[config.mk]
export PLATFORM = sky130hd
export DESIGN_NAME = gpio_irq
export DESIGN_NICKNAME = d
export VERILOG_FILES = /design/src/rtl/gpio_pkg.sv /design/src/rtl/gpio_sync.sv /design/src/rtl/gpio_irq.sv
export SDC_FILE = /design/constraint.sdc
export NUM_CORES = 1
export LEC_CHECK = 0
export ABC_CLOCK_PERIOD_IN_PS = 1400
export CORE_ASPECT_RATIO = 0.7
export CORE_MARGIN = 4
export CORE_UTILIZATION = 45
export DETAILED_ROUTE_END_ITERATION = 8
export HOLD_SLACK_MARGIN = 0.08
export PLACE_DENSITY_LB_ADDON = 0.2
export SYNTH_ARGS = -nofsm -noshare
export SYNTH_HDL_FRONTEND = slang
export SYNTH_SLANG_ARGS = --single-unit
[constraint.sdc]
create_clock -name clk_i -period 1.4 [get_ports clk_i]
set_input_delay 0.21 -clock clk_i [delete_from_list [all_inputs] [get_ports clk_i]]
set_output_delay 0.21 -clock clk_i [all_outputs]
set_load 0.01 [all_outputs]
[src/rtl/gpio_pkg.sv]
// Shared GPIO definitions: register address map and address width.
package gpio_pkg;

  localparam int GPIO_AW = 3;

  localparam logic [GPIO_AW-1:0] GPIO_OUT     = 3'd0;
  localparam logic [GPIO_AW-1:0] GPIO_IN      = 3'd1;
  localparam logic [GPIO_AW-1:0] GPIO_DIR     = 3'd2;
  localparam logic [GPIO_AW-1:0] GPIO_RISE_EN = 3'd3;
  localparam logic [GPIO_AW-1:0] GPIO_FALL_EN = 3'd4;
  localparam logic [GPIO_AW-1:0] GPIO_PEND    = 3'd5;

endpackage

[src/rtl/gpio_sync.sv]
// Multi-stage synchroniser for asynchronous inputs; WIDTH bits, SYNC_STAGES deep.
module gpio_sync
  import gpio_pkg::*;
#(
  parameter int WIDTH       = 8,
  parameter int SYNC_STAGES = 2
) (
  input  logic             clk_i,
  input  logic             rst_i,
  input  logic [WIDTH-1:0] d_i,
  output logic [WIDTH-1:0] q_o
);

  logic [WIDTH-1:0] sync_q [SYNC_STAGES];

  // Shift the asynchronous input through the flop chain; reset clears every stage.
  always_ff @(posedge clk_i) begin
    if (rst_i) begin
      for (int i = 0; i < SYNC_STAGES; i++) begin
        sync_q[i] <= '0;
      end
    end else begin
      sync_q[0] <= d_i;
      for (int i = 1; i < SYNC_STAGES; i++) begin
        sync_q[i] <= sync_q[i-1];
      end
    end
  end

  assign q_o = sync_q[SYNC_STAGES-1];

endmodule

[src/rtl/gpio_irq.sv]
// GPIO peripheral: register file, pin synchronisation, edge detection and level irq.
module gpio_irq
  import gpio_pkg::*;
#(
  parameter int WIDTH       = 8,
  parameter int SYNC_STAGES = 2
) (
  input  logic               clk_i,
  input  logic               rst_i,
  input  logic [GPIO_AW-1:0] addr_i,
  input  logic               ren_i,
  output logic [WIDTH-1:0]   rdata_o,
  input  logic               wen_i,
  input  logic [WIDTH-1:0]   wdata_i,
  input  logic [WIDTH-1:0]   phyin_i,
  output logic [WIDTH-1:0]   phyout_o,
  output logic [WIDTH-1:0]   phyoe_o,
  output logic               irq_o
);

  logic [WIDTH-1:0] out_q, dir_q, rise_en_q, fall_en_q, pend_q, prev_q, rdata_q;
  logic [WIDTH-1:0] pend_d, rdata_d;
  logic [WIDTH-1:0] in_s, rise_s, fall_s, clr_s, rd_mux_s;

  gpio_sync #(
    .WIDTH       (WIDTH),
    .SYNC_STAGES (SYNC_STAGES)
  ) u_sync (
    .clk_i (clk_i),
    .rst_i (rst_i),
    .d_i   (phyin_i),
    .q_o   (in_s)
  );

  assign rise_s = in_s & ~prev_q & rise_en_q;
  assign fall_s = ~in_s & prev_q & fall_en_q;
  assign clr_s  = (wen_i && (addr_i == GPIO_PEND)) ? wdata_i : '0;
  // New edges are ORed in after the clear so a simultaneous set wins.
  assign pend_d = (pend_q & ~clr_s) | rise_s | fall_s;

  // Select read data from the pre-write register values.
  always_comb begin
    rd_mux_s = '0;
    case (addr_i)
      GPIO_OUT:     rd_mux_s = out_q;
      GPIO_IN:      rd_mux_s = in_s;
      GPIO_DIR:     rd_mux_s = dir_q;
      GPIO_RISE_EN: rd_mux_s = rise_en_q;
      GPIO_FALL_EN: rd_mux_s = fall_en_q;
      GPIO_PEND:    rd_mux_s = pend_q;
      default:      rd_mux_s = '0;
    endcase
  end

  // Capture read data on ren, otherwise hold the last value.
  always_comb begin
    rdata_d = rdata_q;
    if (ren_i) begin
      rdata_d = rd_mux_s;
    end else begin
      rdata_d = rdata_q;
    end
  end

  // Register file, edge history, pending bits and read data; reset beats bus traffic.
  always_ff @(posedge clk_i) begin
    if (rst_i) begin
      out_q     <= '0;
      dir_q     <= '0;
      rise_en_q <= '0;
      fall_en_q <= '0;
      pend_q    <= '0;
      prev_q    <= '0;
      rdata_q   <= '0;
    end else begin
      prev_q  <= in_s;
      pend_q  <= pend_d;
      rdata_q <= rdata_d;
      if (wen_i) begin
        case (addr_i)
          GPIO_OUT:     out_q     <= wdata_i;
          GPIO_DIR:     dir_q     <= wdata_i;
          GPIO_RISE_EN: rise_en_q <= wdata_i;
          GPIO_FALL_EN: fall_en_q <= wdata_i;
          default:      ;
        endcase
      end
    end
  end

  assign rdata_o  = rdata_q;
  assign phyout_o = out_q;
  assign phyoe_o  = dir_q;
  assign irq_o    = |pend_q;

endmodule

-- Yosys cells after proc, flatten, opt, wreduce, memory -nomap -nowiden
Memories as Yosys holds them, arrays and structs flattened.
Cells that the tools add are included.
- bitwise logic cells: 12
- equality and inequality tests: 5
- muxes and demuxes: 7
- reduce and logical (&&, ||, !) cells: 7
- operator list (kind ; number):
    8-bit case mux with 6 select lines ; 1
    8-bit AND ; 5
    8-bit two-way mux ; 3
    8-bit inverter ; 3
    8-bit OR ; 2
    2-bit AND reduction ; 4
    8-bit OR reduction ; 1
    3-bit by 2-bit equality test with 1-bit output (second input constant) ; 2
    3-bit equality test (second input constant) ; 2
    3-bit by 1-bit equality test with 1-bit output (second input constant) ; 1
    3-bit logical NOT ; 1
    1-bit two-way mux ; 3
    1-bit OR ; 2
    1-bit logical AND ; 1
- flip-flop bits (word level): 56
- output and inout port bits: 25
- bits of input ports: 23
- memories kept: 1
- word-level logic and storage cells: 39
- memory bits (writable): 16
- memories (memory ; words ; width ; read ports ; clocked after Yosys merged registers in ; write ports ; line ; source):
    u_sync.sync_q ; 2 ; 8 ; 2 ; 0 ; 2 ; gpio_sync.sv:14 ; logic [WIDTH-1:0] sync_q [SYNC_STAGES];

-- Depth between registers and ports, before layout
Gate-level depths: netlist of run 1.
- depth after elaboration: 7
- mapped depth: 6
- mapped depth without buffers: 3

-- Modules after synthesis
From an unflattened synthesis of run 1, not the netlist that was laid out.
- cell total of the unflattened synthesis: 316
- area total of the unflattened synthesis: 3047.9 um^2
- modules (own cells, without submodules) (module ; sequential area each (um^2) ; area each (um^2) ; cells an instance ; times used):
    gpio_irq ; 1121.1 ; 2523.7 ; 275 ; 1
    gpio_sync ; 320.3 ; 524.3 ; 41 ; 1

-- Least setup slack after synthesis of run 1
OpenSTA, ideal clock, no wires.
- path kind: input to register
- start point: input addr_i[2]
- end point: register rdata_q[5] (netlist: rdata_o[5])
- stages on the path: 5
- library setup time: 0.137 ns
- buffers on the path: 2
- data arrival time: 1.120 ns
- required time: 1.263 ns
- path slack: 0.142 ns
- cell sequence: buf_6 -> buf_6 -> mux2_2 -> a222oi_1 -> a211oi_1
- longest elaborated chain between the ends: 2
- elaborated cells between the ends (all ways): 7
- those cells by class: 5 x eq/ne; 1 x mux; 1 x reduce/logical
- ends and longest elaborated chain (element ; line ; source):
    start, declared ; gpio_irq.sv:10 ; input logic [GPIO_AW-1:0] addr_i,
    3-bit equality test (tied with other cells) ; gpio_irq.sv:44 ; case (addr_i)
    8-bit case mux with 6 select lines (*) ; gpio_irq.sv:44 ;
    end signal, assigned ; gpio_irq.sv:78 ; rdata_q <= rdata_d;
    end, declared ; gpio_irq.sv:21 ; logic [WIDTH-1:0] out_q, dir_q, rise_en_q, fall_en_q, pend_q, prev_q, rdata_q;
Every way passes the cells marked *; elsewhere a longest branch is shown, timed or not.
A chain may end at the register's enable or synchronous reset.

-- Worst setup path in the final report of run 1
- start point: register pend_q[1]
- end point: output irq_o
- longest elaborated chain between the ends: 1
- ends and longest elaborated chain (element ; line ; source):
    start, declared ; gpio_irq.sv:21 ;
    start signal, assigned ; gpio_irq.sv:77 ; pend_q <= pend_d;
    8-bit OR reduction ; gpio_irq.sv:94 ; assign irq_o = |pend_q;
    end, declared ; gpio_irq.sv:18 ; output logic irq_o
No other way between the ends.

==> results.md, run 1 <==
* Switch Pwr at 0.00101 W
* DRT Pass-1 Iters at 4
* Max-cap violations at 0
* Setup ws final at -0.0384 ns
* Vias in the first global route at 2345
* Synth top area cells: dfxtp_1 49%, mux2_2 6.5%, mux2i_1 6.1%
* Gate power share at 10.4%
* Critical R2R Launch: pend_q[2]$_SDFF_PP0_
* Post-DP Area at 0.00374 mm²
* Buf/Inv on CP at 1
* Max Clk Rate at 0.695 GHz
* Multi-input logic area at 0.00139 mm²
* H-tree levels at 3
* Syn Area/Cell at 9.78 µm²
* Gpl congestion at 0.872
* Failing checks: negative setup slack
* Final setup fails at 1
* Post-Route WL at 7690 µm
* Final slew viol count at 0
* Class of the worst hold path: in2reg
* Syn nets at 326
* Routed len/inst at 16.5 µm
* Dpl ws at -0.465 ns
* Skew-Pair Late Insertion Delay at 0.35 ns
* WHS Endpoint: fall_en_q[4]$_SDFFE_PP0P_
* Initial Util at 47.0%
* Fraction of layout instances using a drive strength above 1 at 22.2%
* Cell leakage power at 1.65 nW
* Register bit total from synthesis at 72
* Chip Height at 75.9 µm
* Antenna viol nets, final at 0
* Synth top area share at 48.6%
* Global-route usage over all layers at 20.3%
* Outcome: finished, violations left
* Cell area after layout at 0.00397 mm²
* Fin util at 63.0%
* Mapped Area at 0.00296 mm²
* Reg area at 0.00144 mm²
* Ys flop type: dfxtp_1
* Area leader, netlist: dfxtp_1
* Worst EP required at 1.19 ns
* Largest net degree at the start of global routing at 46
* Post-synth EDFFs at 0
* Initial antenna violation count at 0
* Hold Path Cell Cnt at 2
* First-pass GRT wire length at 12200 µm
* Detailed Place HPWL at 5480 µm
* Worst setup SP type: flop
* Io pins at 48
* DRC Markers at 0
* Reg2reg path depth at 4
* Clock group share of total power at 38.8%
* Crit path max fanout at 2
* Most frequent cells in the layout: 71 x dfxtp_1, 37 x buf_4, 33 x nand2_1, 26 x dlygate4sd2_1
* Slowest cell delay on critical path at 0.35 ns
* CTS root buffer: clkbuf_8
* Drt initial violations at 157
* Die width at 105 µm
* Synth warn at 0
* Hold Startpoint: rst_i
* Total gr overflow at 0
* I/O Buffers at 47
* P per Cell Area at 1060 mW/mm²
* Area Growth Syn to Fin at 34.1%
* Crit-path slowest cell: dfxtp_2
* RSZ-0062 raised after global routing: yes
* Core ar. at 0.00631 mm²
* P_int at 0.00322 W
* Vias at 2518
* Setup_tns at -0.0384 ns
* Slew at the pin closest to its max-slew limit at 0.337 ns
* CTS tree: yes
* Commonest non-fill, non-tap cell in the layout: dfxtp_1
* WP data arrival at 1.23 ns
* CTS Hold Bufs at 0
* Min Hold Slack at 0.235 ns
* Clk_skew at 0.00682 ns
* Worst vdd ir at 0.000733 V
* Rel. slew slack at 77.5%
* Worst path cell trace: nor4_4 -> nand2_1 -> buf_2
* Antenna diodes at 0
* Async set-reset flop share out of synthesis at 0%
* CP top delay family: simple AND/OR/NAND/NOR gates
* R2r setup slk at 0.08 ns
* R2R Path End: rdata_o[2]$_SDFFE_PP0P_
* WS Path Type: reg2out
* Routed vias/inst at 5.42
* Final nets at 405
* Register area share after synthesis at 48.6%
* Row count at 24
* Clock Tree Buf Depth at 2
* TritonCTS Buffers at 9
* Critical Path End Type: output port
* Mapped Cells at 303
* Final min period at 1.44 ns
* Final hold vios at 0
* Clk slew on worst S/H paths at 0.08 ns
* Filler instances at 553
* Die area at 0.00797 mm²
* Sw Share at 23.9%
* CTS sink cnt at 72
* Distinct cells, synth at 33
* Post-route clock period utilization at 103%
* Register share of total power at 50.8%
worst max path at each step:
| stage | startpoint | endpoint | slack, ns | cells past startpoint |
|---|---|---|---|---|
| 6_report | pend_q[1]$_SDFF_PP0_ | irq_o | -0.04 | 3 |
| 5_1_grt | pend_q[1]$_SDFF_PP0_ | irq_o | -0.08 | 3 |
| 4_1_cts | pend_q[1]$_SDFF_PP0_ | irq_o | -0.03 | 3 |
| 3_5_place_dp | addr_i[0] | rdata_o[2]$_SDFFE_PP0P_ | -0.46 | 5 |
| 3_3_place_gp | addr_i[0] | rdata_o[2]$_SDFFE_PP0P_ | -0.45 | 5 |
| 2_1_floorplan | addr_i[2] | rdata_o[5]$_SDFFE_PP0P_ | 0.14 | 5 |
worst register-to-register path, cell delays in order (launching register included):
cell	delay, ns
dfxtp_1	0.35
buf_4	0.15
mux2_2	0.25
a222oi_1	0.33
a211oi_1	0.12
power groups by stage:
stage	registers [W]	clock network, W	logic, W
after floorplan	0.00219	0	0.000202
after global placement	0.00219	0	0.000435
after detailed placement	0.00220	0	0.000440
after CTS	0.00215	0.00166	0.000437
after global routing	0.00215	0.00177	0.000476
final	0.00215	0.00164	0.000441
synth_stat cells (5+ instances only):
library cell,count
nor2b_1,24
a211oi_1,5
clkbuf_1,10
a31oi_1,8
inv_1,9
nand2_1,33
o21ai_0,8
nor2_1,24
mux2_2,17
dfxtp_1,72
nand3b_1,18
mux2i_1,18
a21oi_1,20
sequential cells by signal, summed over array words and instances, names as in the netlist:
signal and cells:
rise_en_q 8, pend_q 8, rdata_o 8, prev_q 8, phyoe_o 8, fall_en_q 8
u_sync.sync_q 16, phyout_o 8
stage by stage:
stage / instances / total power (W)
5_1_grt: 465 / 0.00440
3_5_place_dp: 447 / 0.00264
6_report: 465 / 0.00423
2_1_floorplan: 303 / 0.00239
3_3_place_gp: 447 / 0.00263
4_1_cts: 464 / 0.00425
per-layer routing:
layer	routed length [µm]	GRT usage (%)	up-vias	share of wire, %
met1	3690	27.6	1203	48
met5	0	0	-	0
met2	3370	31.1	81	44
met4	155	8.73	0	2.0
li1	-	-	1220	-
met3	474	5.42	14	6.2
kinds of logic after synthesis:
kind of cell	Yosys count	share of synthesized area, %
simple gates	112	21.4
flops	72	48.6
compound gates	53	11.3
mux	36	13.3
buf+inv	30	5.32
layout make-up:
type	count	area share, %
Multi-Input combinational cell	201	35.0
Sequential cell	72	36.3
Clock inverter	5	1.42
Inverter	9	0.850
Timing Repair Buffer	89	20.4
Tap cell	78	2.46
Clock buffer	11	3.56
timing repair:
| item | in CTS | in global routing |
|---|---|---|
| pin swaps | 3 | 1 |
| setup endpoints to repair | 54 | 11 |
| cloned | 1 | 0 |
| gates resized for setup | 33 | 5 |
| setup buffers | 0 | 1 |
Note: power is estimated with default switching activity, not from simulation.
==> run 2, diff against run 1 <==
--- a/config.mk
+++ b/config.mk
@@ -10,7 +10,9 @@
 export CORE_MARGIN = 4
 export CORE_UTILIZATION = 45
 export DETAILED_ROUTE_END_ITERATION = 8
+export GPL_ROUTABILITY_DRIVEN = 0
 export HOLD_SLACK_MARGIN = 0.08
+export MAX_ROUTING_LAYER = met4
 export PLACE_DENSITY_LB_ADDON = 0.2
 export SYNTH_ARGS = -nofsm -noshare
 export SYNTH_HDL_FRONTEND = slang
==> results.md, run 2 (synthesis gave the netlist of run 1 again) <==
* Outcome: finished, violations left
* Failing checks: negative setup slack
* CTS sink cnt at 72 (unchanged)
* Worst path cell trace: nor4_4 -> nand2_1 -> buf_2
* Clk slew on worst S/H paths at 0.07 ns (about the same)
* WHS Endpoint: fall_en_q[4]$_SDFFE_PP0P_
* Area Growth Syn to Fin at 34.1% (unchanged)
* Setup ws final at -0.0496 ns (-0.0113 ns)
* DRT Pass-1 Iters at 5 (+1)
* Clk_skew at 0.00716 ns (+0.000345 ns)
* Antenna viol nets, final at 0 (unchanged)
* Routed len/inst at 16.6 µm (+0.49%)
* Initial antenna violation count at 0 (unchanged)
* Gate power share at 10.4% (about the same)
* Post-DP Area at 0.00374 mm² (unchanged)
* Largest register FFs at 16 (unchanged)
* Reg area at 0.00144 mm² (unchanged)
* R2R Path End: rdata_o[2]$_SDFFE_PP0P_
* R2r setup slk at 0.08 ns (about the same)
* Core ar. at 0.00631 mm² (unchanged)
* Crit path max fanout at 2 (unchanged)
* TritonCTS Buffers at 9 (unchanged)
* P_int at 0.00322 W (about the same)
* I/O Buffers at 47 (unchanged)
* Filler instances at 553 (unchanged)
* P per Cell Area at 1060 mW/mm² (about the same)
* Skew-Pair Late Insertion Delay at 0.35 ns (about the same)
* Cell area after layout at 0.00397 mm² (unchanged)
* Io pins at 48 (unchanged)
* Rel. slew slack at 77.4% (-0.079 points)
* Worst setup SP type: flop
* Final setup fails at 1 (unchanged)
* H-tree levels at 3 (unchanged)
* Sw Share at 23.9% (-0.026 points)
* Commonest non-fill, non-tap cell in the layout: dfxtp_1
* Critical Path End Type: output port
* Drt initial violations at 155 (-1.3%)
* Critical R2R Launch: pend_q[2]$_SDFF_PP0_
* Max Clk Rate at 0.690 GHz (-0.78%)
* Class of the worst hold path: in2reg
* Hold Path Cell Cnt at 2 (unchanged)
* Detailed Place HPWL at 5480 µm (unchanged)
* Final nets at 405 (unchanged)
* Most frequent cells in the layout: 71 x dfxtp_1, 37 x buf_4, 33 x nand2_1, 26 x dlygate4sd2_1
* Clock group share of total power at 38.7% (about the same)
* Antenna diodes at 0 (unchanged)
* CTS tree: yes
* RSZ-0062 raised after global routing: yes
* Largest net degree at the start of global routing at 46 (unchanged)
* Final slew viol count at 0 (unchanged)
* Die width at 105 µm (unchanged)
* Register share of total power at 50.8% (about the same)
* CTS Hold Bufs at 0 (unchanged)
* Slowest cell delay on critical path at 0.35 ns (about the same)
* Vias in the first global route at 2342 (-0.13%)
* Worst vdd ir at 0.000732 V (-0.18%)
* Multi-input logic area at 0.00139 mm² (unchanged)
* Switch Pwr at 0.00101 W (-0.15%)
* Clock Tree Buf Depth at 2 (unchanged)
* Final hold vios at 0 (unchanged)
* Max-cap violations at 0 (unchanged)
* Fraction of layout instances using a drive strength above 1 at 22.2% (unchanged)
* Row count at 24 (unchanged)
* Reg2reg path depth at 4 (unchanged)
* Chip Height at 75.9 µm (unchanged)
* Largest Register: u_sync.sync_q
* Dpl ws at -0.465 ns (unchanged)
* Hold Startpoint: rst_i
* First-pass GRT wire length at 12300 µm (+0.23%)
* Crit-path slowest cell: dfxtp_2
* Slew at the pin closest to its max-slew limit at 0.339 ns (+0.00119 ns)
* Routed vias/inst at 5.44 (+0.48%)
* Total gr overflow at 0 (unchanged)
* Global-route usage over all layers at 21.1% (+0.73 points)
* Final min period at 1.45 ns (+0.0113 ns)
* WS Path Type: reg2out
* Cell leakage power at 1.65 nW (unchanged)
* DRC Markers at 0 (unchanged)
* Post-Route WL at 7730 µm (+0.49%)
* WP data arrival at 1.24 ns (about the same)
* CTS root buffer: clkbuf_8
* Vias at 2530 (+0.48%)
* Worst EP required at 1.19 ns (about the same)
* Post-route clock period utilization at 104% (+0.81 points)
* Initial Util at 47.0% (unchanged)
* Die area at 0.00797 mm² (unchanged)
## run 2: cell counts in the layout (fill, tap and decap cells not counted)
No cell type changed its count.
## run 2: worst max path at each step
stage | slack, ns | cells past startpoint | start | end
after CTS | -0.03 | 3 | pend_q[1]$_SDFF_PP0_ | irq_o
after global routing | -0.09 | 3 | pend_q[1]$_SDFF_PP0_ | irq_o
after detailed placement | -0.46 | 5 | addr_i[0] | rdata_o[2]$_SDFFE_PP0P_
final | -0.05 | 3 | pend_q[1]$_SDFF_PP0_ | irq_o
after floorplan | 0.14 | 5 | addr_i[2] | rdata_o[5]$_SDFFE_PP0P_
after global placement | -0.45 | 5 | addr_i[0] | rdata_o[2]$_SDFFE_PP0P_
## run 2: area by class of cell
cell class,instances,share of cell area (%)
clock buffer,11,3.56
sequential,72,36.3
clock inverter,5,1.42
timing repair buffer,89,20.4
multi-input combinational,201,35.0
inverter,9,0.850
tap,78,2.46
## run 2: per-stage QoR
stage                     hold WS [ns]  std cells  total power (W)  utilization [%]  TNS, ns
after floorplan                  0.338        303          0.00239                -        0
after global placement           0.423        447          0.00263             59.3   -15.69
after detailed placement         0.422        447          0.00264             59.3   -16.32
after CTS                        0.225        464          0.00425             62.5  -0.0325
after global routing             0.236        465          0.00441             63.0  -0.0900
final                            0.236        465          0.00423             63.0  -0.0496
## run 2: what timing repair did
item,CTS,global route
buffers inserted,0,1
gates cloned,1,0
gates resized for setup,33,5
endpoints found under the setup margin,54,11
pin swaps,3,1
## run 2: power groups by stage
stage	sequential (W)	combinational, W	clock, W
finish	0.00215	0.000441	0.00164
global route	0.00215	0.000476	0.00178
CTS	0.00215	0.000437	0.00166
detailed placement	0.00220	0.000440	0
global placement	0.00219	0.000435	0
floorplan	0.00219	0.000202	0
## run 2: routing by layer
layer | GRT usage, % | up-vias | wire [µm]
li1 | - | 1219 | -
met1 | 28.2 | 1206 | 3620
met2 | 30.8 | 92 | 3410
met3 | 6.60 | 13 | 584
met4 | 6.11 | 0 | 108
met5 | - | - | 0
## run 2: critical path: cells and delay by family, from the launching register on
kind                   cells  cell delay (ns)
buffers and inverters      1             0.15
DFF                        1             0.35
and+or+nand+nor            2             0.39
==> RTL edit 1: new RTL, config.mk and constraints of run 2 <==
Put one more register stage on the output `rdata_o`, with the module's reset. The value now appears one clock later. The other outputs are not delayed to match.
--- a/src/rtl/gpio_irq.sv
+++ b/src/rtl/gpio_irq.sv
@@ -88,7 +88,13 @@
     end
   end
 
-  assign rdata_o  = rdata_q;
+  always_ff @(posedge clk_i) begin
+    if (rst_i) begin
+      rdata_o <= '0;
+    end else begin
+      rdata_o <= rdata_q;
+    end
+  end
   assign phyout_o = out_q;
   assign phyoe_o  = dir_q;
   assign irq_o    = |pend_q;
Function: changed (Yosys sat finds a counterexample within 4 cycles, from zero or initial values and one cycle with rst_i high).
==> RTL edit 1 against run 2 <==
  * The run still ends with setup timing left
  * Global-route usage down 0.77 points
  * Total power up 13%
  * Sequential cell count rose by 8
  * Wire length increased by 1.2%
  * Count of clock-buffer cells in the layout rose by 3
  * Worst hold slack better by 0.059 ns
  * Combinational power shrank 3%
  * Clock power is 19% higher
  * Final area is 5.8% higher
  * Synthesized area up 8.1%
  * Worst setup slack gained 0.021 ns
  * Critical endpoint unchanged
  * Largest power group unchanged
  * Highest routed layer unchanged
==> RTL edit 1: results (changes against run 2) <==
Layout Nets=424 (was 405); Switching Fraction=0.217 (was 0.239); # fillers=634 (was 553); #FFs+latches synth=80 (was 72); synth top area cells=dfxtp_1 50%, mux2i_1 6.9%, nor2b_1 6.6% (was dfxtp_1 49%, mux2_2 6.5%, mux2i_1 6.1%); final non-filler cell area=4200 µm² (was 3970 µm²); final hold slack=0.294 ns (was 0.236 ns); P_leak=1.72 nW (was 1.65 nW); fraction of area in multi-input gates=0.348 (was 0.350); Setup violations, final=1 (unchanged); comb_multi_in=216 (was 201); final worst slack=-0.0284 ns (was -0.0496 ns); hold path cells=3 (was 2); FF-to-FF setup slack=0.24 ns (was 0.08 ns); largest net degree at the start of global routing=64 (was 46); Hold Crit Endpoint=u_sync.sync_q[0][9]$_SDFF_PP0_ (was fall_en_q[4]$_SDFFE_PP0P_); post-synthesis sequential area ratio=0.500 (was 0.486); Via density=5.12 (was 5.44); Syn Nets=350 (was 326); crit path launch=pend_q[2]$_SDFF_PP0_ (was pend_q[1]$_SDFF_PP0_); total placed instance area=3990 µm² (was 3740 µm²); setup_tns=-0.0284 ns (was -0.0496 ns); Clock Buffer Count=14 (was 11); Crit Reg-Reg Endpoint=rdata_q[2]$_SDFFE_PP0P_ (was rdata_o[2]$_SDFFE_PP0P_); compound-gate portion of the synthesized area=0.118 (was 0.113); first-pass GRT wire length=13.0 mm (was 12.3 mm); fin cells=500 (was 465); worst path arrival time=1.22 ns (was 1.24 ns); Post-DP HPWL=5.60 mm (was 5.48 mm); dpl ws=-0.438 ns (was -0.465 ns); xor-xnor portion of the synthesized cell area=0 (unchanged); Int Power=3.73 mW (was 3.22 mW); Netlist cell types=41 (was 33); NonClk Buf Share=0.179 (was 0.204); Seq pwr share=0.501 (was 0.508); status=finished, violations left (unchanged); Detailed Routing Iterations Pass 1=4 (was 5); DR WL/cell=15.6 µm (was 16.6 µm); commonest cells in the netlist=80 x dfxtp_1, 34 x nand2_1, 34 x nor2b_1, 23 x nor2_1, 22 x mux2i_1 (was 72 x dfxtp_1, 33 x nand2_1, 24 x nor2_1, 24 x nor2b_1, 20 x a21oi_1); cells after synthesis=327 (was 303); slew at the pin closest to its max-slew limit=0.278 ns (was 0.339 ns); clk tree area frac=0.0554 (was 0.0497); Total GRT Usage=0.203 (was 0.211); layout cells sized above 1=0.185 (was 0.222); critical path fanouts, max=3 (was 2); power share of the clock group=0.409 (was 0.387); DR iter-0 viols=118 (was 155); Reg2Reg Depth=3 (was 4); synthesized area=3200 µm² (was 2960 µm²); failing checks=setup timing (unchanged); mux cell area share after synthesis=0.114 (was 0.133); sequential share of cell area=0.381 (was 0.363); Placed Cells=485 (was 447); worst flop-to-flop path startpoint=phyout_o[2]$_SDFFE_PP0P_ (was pend_q[2]$_SDFF_PP0_); peak supply drop=0.541 mV (was 0.732 mV); Final Skew=0.00761 ns (was 0.00716 ns)
-- RTL edit 1: cell count changes after synthesis, moves of 2 or more --
cell	change
a222oi_1	-4
a2bb2oi_1	+3
a32oi_1	+2
dfxtp_1	+8
mux2_2	-4
mux2i_1	+4
nand3b_1	-2
nor2b_1	+10
-- RTL edit 1: what timing repair did --
action	4_1_cts	5_1_grt
gates resized for setup	36	1
pin swaps	2	1
gates cloned	0	0
endpoints found under the setup margin	40	6
hold buffers	0	0
-- RTL edit 1: routing by layer --
| metal | part of all wire | GRT usage |
|---|---|---|
| met4 | 0.018 | 0.0782 |
| met5 | 0 | - |
| met3 | 0.053 | 0.0468 |
| met2 | 0.48 | 0.323 |
| met1 | 0.45 | 0.251 |
-- RTL edit 1: critical path, delay by kind of cell (launching register included) --
| family | cells | cell delay, ns |
|---|---|---|
| buf+inv | 1 | 0.15 |
| simple gates | 2 | 0.39 |
| flops | 1 | 0.34 |
==> RTL edit 2: new RTL, flow settings as in run 2 <==
Made on the original files. `SYNC_STAGES` is set to 2 in 2 places; all go to 4.
--- a/src/rtl/gpio_sync.sv
+++ b/src/rtl/gpio_sync.sv
@@ -3,7 +3,7 @@
   import gpio_pkg::*;
 #(
   parameter int WIDTH       = 8,
-  parameter int SYNC_STAGES = 2
+  parameter int SYNC_STAGES = 4
 ) (
   input  logic             clk_i,
   input  logic             rst_i,
--- a/src/rtl/gpio_irq.sv
+++ b/src/rtl/gpio_irq.sv
@@ -3,7 +3,7 @@
   import gpio_pkg::*;
 #(
   parameter int WIDTH       = 8,
-  parameter int SYNC_STAGES = 2
+  parameter int SYNC_STAGES = 4
 ) (
   input  logic               clk_i,
   input  logic               rst_i,
Formal check against the unedited RTL: not equivalent (Yosys sat finds a counterexample within 4 cycles, from zero or initial values and one cycle with rst_i high).
==> RTL edit 2 against run 2 <==
  * The run still ends with setup timing left
  * Final area grew 11%
  * Wire length grew 5.5%
  * Synthesized area grew 15%
  * Total power grew 13%
  * Worst setup slack lost 0.019 ns
  * Register-to-register slack gained 0.18 ns
  * Sequential cell count grew 16
  * Sequential share of layout area grew 3.9 points
  * Non-clock buffer count shrank 3
  * Via count grew 6.6%
  * Synthesized cell count grew 14%
  * Worst hold slack lost 0.014 ns
  * Clock power grew 6%
  * Combinational power shrank 3%
  * Critical endpoint unchanged
  * Largest cell class unchanged
==> RTL edit 2: results (changes against run 2) <==
status=finished, violations left (unchanged); failing checks=setup timing (unchanged); Placed Cells=505 (was 447); Layout Nets=441 (was 405); Post-DP HPWL=5.84 mm (was 5.48 mm); post-synthesis sequential area ratio=0.516 (was 0.486); total placed instance area=4200 µm² (was 3740 µm²); critical path fanouts, max=3 (was 2); cells after synthesis=344 (was 303); peak supply drop=0.792 mV (was 0.732 mV); grt met1 use=0.253 (was 0.282); layout cells sized above 1=0.187 (was 0.222); number of global-route vias before repair=2,605 (was 2,342); via count=2,698 (was 2,530); met3 global-route usage=0.0529 (was 0.0660); commonest cells in the netlist=88 x dfxtp_1, 42 x nor2b_1, 34 x nand2_1, 23 x nor2_1, 22 x mux2i_1 (was 72 x dfxtp_1, 33 x nand2_1, 24 x nor2_1, 24 x nor2b_1, 20 x a21oi_1); Detailed Routing Iterations Pass 1=4 (was 5); Slew HR=0.790 (was 0.774); max reg flops=32 (was 16); multi-input logic area=1510 µm² (was 1390 µm²); Final Skew=0.00838 ns (was 0.00716 ns); DRT Wirelength=8.15 mm (was 7.73 mm); Setup violations, final=1 (unchanged); Total GRT Usage=0.196 (was 0.211); global-route met2 utilization=0.304 (was 0.308); final worst slack=-0.0684 ns (was -0.0496 ns); DR iter-0 viols=185 (was 155)
## RTL edit 2: cell types whose count changed after synthesis, sizes merged, moves of 2 or more
| cell | delta |
|---|---|
| a21oi | +2 |
| a222oi | -4 |
| a2bb2oi | +3 |
| a32oi | +2 |
| dfxtp | +16 |
| mux2 | -4 |
| mux2i | +4 |
| nand3b | -2 |
| nor2b | +17 |
## RTL edit 2: metal layers
metal	routed length, µm	vias to the layer above
li1	-	1332
met5	0	-
met1	3840	1281
met4	114	0
met3	413	15
met2	3780	70
## RTL edit 2: logic make-up (layout without fill, tap and decap cells)
group	count (synthesis)	after routing	share of synthesized area
AOI/OAI and AO/OA	59	59	0.110
buffers and inverters	32	111	0.0513
DFF	88	88	0.516
muxes	35	35	0.107
and+or+nand+nor	130	130	0.216
## RTL edit 2: power by group
part | leakage, nW | switching, mW | internal (mW)
Sequential | 0.718 | 0.0351 | 2.57
Combinational | 0.972 | 0.204 | 0.222
Clock | 0.0993 | 0.874 | 0.871
Total | 1.79 | 1.11 | 3.66
## RTL edit 2: worst paths after layout
check / startpoint / to / slack (ns) / cells after the start
worst max register to register: phyout_o[2]$_SDFFE_PP0P_ / rdata_o[2]$_SDFFE_PP0P_ / 0.26 / 3
worst min register to register: u_sync.sync_q[0][21]$_SDFF_PP0_ / u_sync.sync_q[0][29]$_SDFF_PP0_ / 0.44 / 1
worst max-delay path: pend_q[0]$_SDFF_PP0_ / irq_o / -0.07 / 3
worst min-delay path: rst_i / u_sync.sync_q[0][10]$_SDFF_PP0_ / 0.22 / 2
## RTL edit 2: layout make-up
cell class | count | share of cell area
clock buffer | 11 | 0.0322
clock inverter | 5 | 0.0128
inverter | 9 | 0.00769
multi-input combinational | 224 | 0.343
sequential | 88 | 0.402
tap | 98 | 0.0279
timing repair buffer | 86 | 0.175
